<file path="src/rtl/alu_serial_pkg.sv">
// Shared definitions for the bit-serial ALU controller: operation encoding,
// FSM state encoding and a small operation-class helper.
package alu_serial_pkg;

  typedef enum logic [1:0] {
    OP_NOR = 2'b00,
    OP_XOR = 2'b01,
    OP_ADD = 2'b10,
    OP_SUB = 2'b11
  } op_e;

  typedef enum logic [1:0] {
    IDLE = 2'b00,
    RUN  = 2'b01,
    DONE = 2'b10
  } state_e;

  // ADD and SUB propagate a carry; the bitwise operations do not.
  function automatic logic op_is_arith(input op_e i_op);
    return (i_op == OP_ADD) || (i_op == OP_SUB);
  endfunction

endpackage

</file>
<file path="src/rtl/alu1bit.sv">
// One-bit ALU slice used by the serial controller. SUB is computed as
// a + ~b + cin, with the controller seeding cin=1 on the first bit.
module alu1bit
  import alu_serial_pkg::*;
(
  input  logic i_a,
  input  logic i_b,
  input  logic i_cin,
  input  op_e  i_op,
  output logic o_sum,
  output logic o_cout
);

  logic w_b_eff;

  // Bit function and carry for the selected operation.
  always_comb begin
    w_b_eff = 1'b0;
    o_sum   = 1'b0;
    o_cout  = 1'b0;
    if (i_op == OP_SUB) begin
      w_b_eff = ~i_b;
    end else begin
      w_b_eff = i_b;
    end
    case (i_op)
      OP_NOR: begin
        o_sum  = ~(i_a | i_b);
        o_cout = 1'b0;
      end
      OP_XOR: begin
        o_sum  = i_a ^ i_b;
        o_cout = 1'b0;
      end
      OP_ADD, OP_SUB: begin
        o_sum  = i_a ^ w_b_eff ^ i_cin;
        o_cout = (i_a & w_b_eff) | (i_a & i_cin) | (w_b_eff & i_cin);
      end
      default: begin
        o_sum  = 1'b0;
        o_cout = 1'b0;
      end
    endcase
  end

endmodule

</file>
<file path="src/rtl/alu_serial_ctrl.sv">
// Bit-serial ALU controller: processes WIDTH operand bits LSB first through a
// single alu1bit slice. Define ALU_SERIAL_OVF_EN to enable signed-overflow output.
module alu_serial_ctrl
  import alu_serial_pkg::*;
#(
  parameter int WIDTH = 8
) (
  input  logic             clk,
  input  logic             rst_n,
  input  logic             start,
  input  logic [1:0]       op,
  input  logic [WIDTH-1:0] a,
  input  logic [WIDTH-1:0] b,
  output logic             busy,
  output logic             done,
  output logic [WIDTH-1:0] result,
  output logic             cout,
  output logic             ovf
);

  localparam int CW = (WIDTH > 1) ? $clog2(WIDTH) : 1;
  localparam logic [CW-1:0] LAST_BIT = CW'(WIDTH - 1);

  state_e           r_state;
  state_e           w_state_next;
  logic [WIDTH-1:0] r_a;
  logic [WIDTH-1:0] r_b;
  logic [WIDTH-1:0] r_result;
  op_e              r_op;
  logic [CW-1:0]    r_cnt;
  logic             r_carry;
  logic             r_cout;
  logic             w_sum;
  logic             w_cout;
  logic             w_accept;
  logic             w_last;

  assign w_accept = (r_state == IDLE) && start;
  assign w_last   = (r_state == RUN) && (r_cnt == LAST_BIT);

  // Operand copies shift right each RUN cycle, so bit 0 is always the live bit.
  alu1bit u_alu (
    .i_a    (r_a[0]),
    .i_b    (r_b[0]),
    .i_cin  (r_carry),
    .i_op   (r_op),
    .o_sum  (w_sum),
    .o_cout (w_cout)
  );

  // FSM state register.
  always_ff @(posedge clk) begin
    if (!rst_n) begin
      r_state <= IDLE;
    end else begin
      r_state <= w_state_next;
    end
  end

  // FSM next-state logic; start only matters in IDLE.
  always_comb begin
    w_state_next = r_state;
    case (r_state)
      IDLE: begin
        if (start) begin
          w_state_next = RUN;
        end else begin
          w_state_next = IDLE;
        end
      end
      RUN: begin
        if (w_last) begin
          w_state_next = DONE;
        end else begin
          w_state_next = RUN;
        end
      end
      DONE:    w_state_next = IDLE;
      default: w_state_next = IDLE;
    endcase
  end

  // FSM outputs decoded from the state register.
  always_comb begin
    busy = 1'b0;
    done = 1'b0;
    case (r_state)
      IDLE: begin
        busy = 1'b0;
        done = 1'b0;
      end
      RUN: begin
        busy = 1'b1;
        done = 1'b0;
      end
      DONE: begin
        busy = 1'b1;
        done = 1'b1;
      end
      default: begin
        busy = 1'b0;
        done = 1'b0;
      end
    endcase
  end

  // Datapath: capture on accept, then one bit per RUN cycle.
  always_ff @(posedge clk) begin
    if (!rst_n) begin
      r_a      <= {WIDTH{1'b0}};
      r_b      <= {WIDTH{1'b0}};
      r_result <= {WIDTH{1'b0}};
      r_op     <= OP_NOR;
      r_cnt    <= {CW{1'b0}};
      r_carry  <= 1'b0;
      r_cout   <= 1'b0;
    end else if (w_accept) begin
      r_a     <= a;
      r_b     <= b;
      r_op    <= op_e'(op);
      r_cnt   <= {CW{1'b0}};
      r_carry <= (op == 2'b11) ? 1'b1 : 1'b0;
    end else if (r_state == RUN) begin
      r_a      <= {1'b0, r_a[WIDTH-1:1]};
      r_b      <= {1'b0, r_b[WIDTH-1:1]};
      r_result <= {w_sum, r_result[WIDTH-1:1]};
      r_carry  <= w_cout;
      if (w_last) begin
        // Clear rather than increment so the counter never reaches WIDTH.
        r_cnt  <= {CW{1'b0}};
        r_cout <= op_is_arith(r_op) ? w_cout : 1'b0;
      end else begin
        r_cnt  <= r_cnt + {{(CW-1){1'b0}}, 1'b1};
      end
    end
  end

  assign result = r_result;
  assign cout   = r_cout;

`ifdef ALU_SERIAL_OVF_EN
  logic r_ovf;

  // Signed overflow: carry into the MSB differs from carry out of it.
  always_ff @(posedge clk) begin
    if (!rst_n) begin
      r_ovf <= 1'b0;
    end else if (w_last) begin
      r_ovf <= op_is_arith(r_op) ? (r_carry ^ w_cout) : 1'b0;
    end
  end

  assign ovf = r_ovf;
`else
  assign ovf = 1'b0;
`endif

endmodule
</file>
<file path="config.mk">
export PLATFORM = sky130hd
export DESIGN_NAME = alu_serial_ctrl
export DESIGN_NICKNAME = d
export VERILOG_FILES = /design/src/rtl/alu_serial_pkg.sv /design/src/rtl/alu1bit.sv /design/src/rtl/alu_serial_ctrl.sv
export SDC_FILE = /design/constraint.sdc
export NUM_CORES = 1
export LEC_CHECK = 0
export ABC_AREA = 0
export CAP_MARGIN = 0
export CORE_AREA = 5 5 67 57
export DETAILED_ROUTE_END_ITERATION = 12
export DIE_AREA = 0 0 72 62
export GPL_ROUTABILITY_DRIVEN = 0
export PLACE_DENSITY = 0.8
export SLEW_MARGIN = 10
export SYNTH_ARGS = -nofsm -noshare
export SYNTH_HDL_FRONTEND = slang
export SYNTH_SLANG_ARGS = --single-unit
</file>
<file path="constraint.sdc">
create_clock -name clk -period 4.3 [get_ports clk]
set_clock_uncertainty 0.15 [all_clocks]
set_input_delay 0.645 -clock clk [delete_from_list [all_inputs] [get_ports clk]]
set_output_delay 0.645 -clock clk [all_outputs]
set_load 0.02 [all_outputs]
</file>
==> run summary <==
syn_nets - 185
Max Buffers Root-to-Sink - 2
Die W - 72 um
Crit Path Category - reg2out
Core Area - 3020 um2
initial antenna violation count - 0
Max Cap Viol - 0
first drt pass iteration count - 4
Total Routed Length - 2680 um
Final period util - 54.7%
GRT met3 Usage - 4.02%
most frequent cells in the layout - dfxtp_1, clkdlybuf4s50_1, mux2i_1
worst-margin pin slew - 0.871 ns
vias in the first global route - 1086
synth unique cells - 32
Final Max Slew Viols - 0
RSZ-0062 raised after global routing - no
height of the chip - 62 um
hold-critical path depth - 2
TritonCTS buffer count - 5
critical path required time - 3.50 ns
Mean Syn Cell Area - 9.85 um2
outcome - finished clean
PnR worst setup slack - 1.95 ns
Reg2Reg Depth - 5
Nets - 211
Hold Vio Cnt, Final - 0
Worst Setup Start Kind - flop
starting density of the core - 51.2%
setup violators final - 0
Final min period - 2.35 ns
share of cells above drive strength 1 - 4.89%
synthesized flop and latch total - 33
Clk pin slew, worst setup/hold paths - 0.06 ns
Via density - 5.02
TritonCTS clock tree - done
port buffer count - 31
Post-DP HPWL - 1920 um
worst skew pair latency - 0.28 ns
post-synthesis sequential area ratio - 42.7%
number of synthesis warnings - 0
DR iter-0 viols - 44
H-tree depth - 2
HP Class - reg2reg
routing usage on met2 - 23.0%
Critical Path AT - 1.56 ns
Lkg Pwr - 0.734 nW
Mapped Cells - 157
post-layout util - 62.6%
n_diodes - 0
Slew HR - 41.7%
Setup TNS Final - 0 ns
gr usage total - 13.0%
clk sink count - 33
M1 GR Usage - 13.9%
hold_ws - 0.325 ns
Setup crit end kind - primary output
Fmax - 425 MHz
die area - 4460 um2
vias post-DR - 1125
wire length per cell - 12.0 um
most common cell after layout, fill and taps aside - dfxtp_1
filler cell count - 267
Rows - 18
Post-CTS Repair Setup Buffers - 0
Remaining Overflow, GRT - 0
# resized after CTS - 0
first-pass GRT wire length - 4400 um
CP Max Fanout - 2
largest net degree at the start of global routing - 35
DRT antenna net count - 0
Layout area overhead - 22.1%
pwr dens - 345 nW/um2
DRC Markers - 0
busiest grt layer - met2
hold buffers post-CTS - 0
VDD IR-drop max - 0.199 mV
mapped cell area - 1550 um2
I/O Pins - 33
dpl ws - 2.00 ns
Root Driver - clkbuf_8
==> per-stage QoR <==
step	power [mW]	cells	cell area, um2
final	0.651	224	1890
after global routing	0.683	224	1890
after CTS	0.659	224	1890
after detailed placement	0.441	216	1810
after global placement	0.436	216	1810
after floorplan	0.416	157	1550
==> cell families after synthesis <==
group | synth area share, %
mux | 15.6
fa+ha+maj | 6.15
compound gates | 14.3
xor+xnor | 0.566
simple gates | 12.6
flops | 42.7
buf+inv | 7.77
other cells | 0.242
==> final timing paths <==
| path | startpoint | end | slack [ns] |
|---|---|---|---|
| setup / recovery | r_state[0] | busy | 1.95 |
| hold / removal | cout | cout | 0.32 |
| setup reg to reg | r_state[1] | r_cnt[2] | 2.43 |
| hold reg to reg | cout | cout | 0.32 |
==> final cells by class <==
type	count	area, um2	area share, %
clock buffer	8	80.1	4.24
inverter	5	18.8	0.994
multi-input combinational	107	768	40.7
sequential	33	661	35.0
tap	40	50.0	2.65
timing repair buffer	31	310	16.4
==> cell usage after synthesis <==
master	n	area share, %
clkbuf_2	1	0.32
a21boi_1	5	2.4
o211ai_1	1	0.49
clkbuf_1	2	0.49
buf_4	1	0.49
buf_12	1	1.3
o211a_1	1	0.65
nand2_1	12	2.9
mux2i_1	23	15
and3_1	1	0.40
nand3b_4	1	1.3
inv_1	5	1.2
buf_6	1	0.73
nor2b_1	10	4.0
nor2_1	4	0.97
ha_1	6	4.9
fa_1	1	1.3
a21oi_1	16	5.2
o21a_1	1	0.49
nand3_1	1	0.32
o21ai_2	1	0.57
nand2b_1	1	0.40
dfxtp_1	33	43
nand3b_1	3	1.5
buf_2	4	1.3
o21ai_0	14	4.5
and2_1	1	0.40
mux2_1	1	0.73
nand2_2	1	0.40
xnor2_1	1	0.57
conb_1	1	0.24
buf_8	2	1.9
==> registers in the layout (all words and copies together) (netlist names) <==
register / cells
r_a: 8
r_b: 8
result: 8
r_cnt: 3
r_op: 2
r_state: 2
cout: 1
r_carry: 1
==> where the power goes <==
| group | internal (mW) | switching (mW) |
|---|---|---|
| logic | 0.0515 | 0.0475 |
| clock network | 0.115 | 0.103 |
| registers | 0.324 | 0.0105 |
==> worst max-delay path, cell delays in order (launching register included) <==
cell,delay (ns)
dfxtp_1,0.34
inv_1,0.07
ha_1,0.27
clkdlybuf4s50_1,0.59
==> layer usage <==
metal	part of all wire (%)	wire, um
met3	5.9	157
met4	2.4	63
met2	47	1260
met5	0	0
met1	45	1200
No activity file was read; power rests on OpenSTA's default activity.
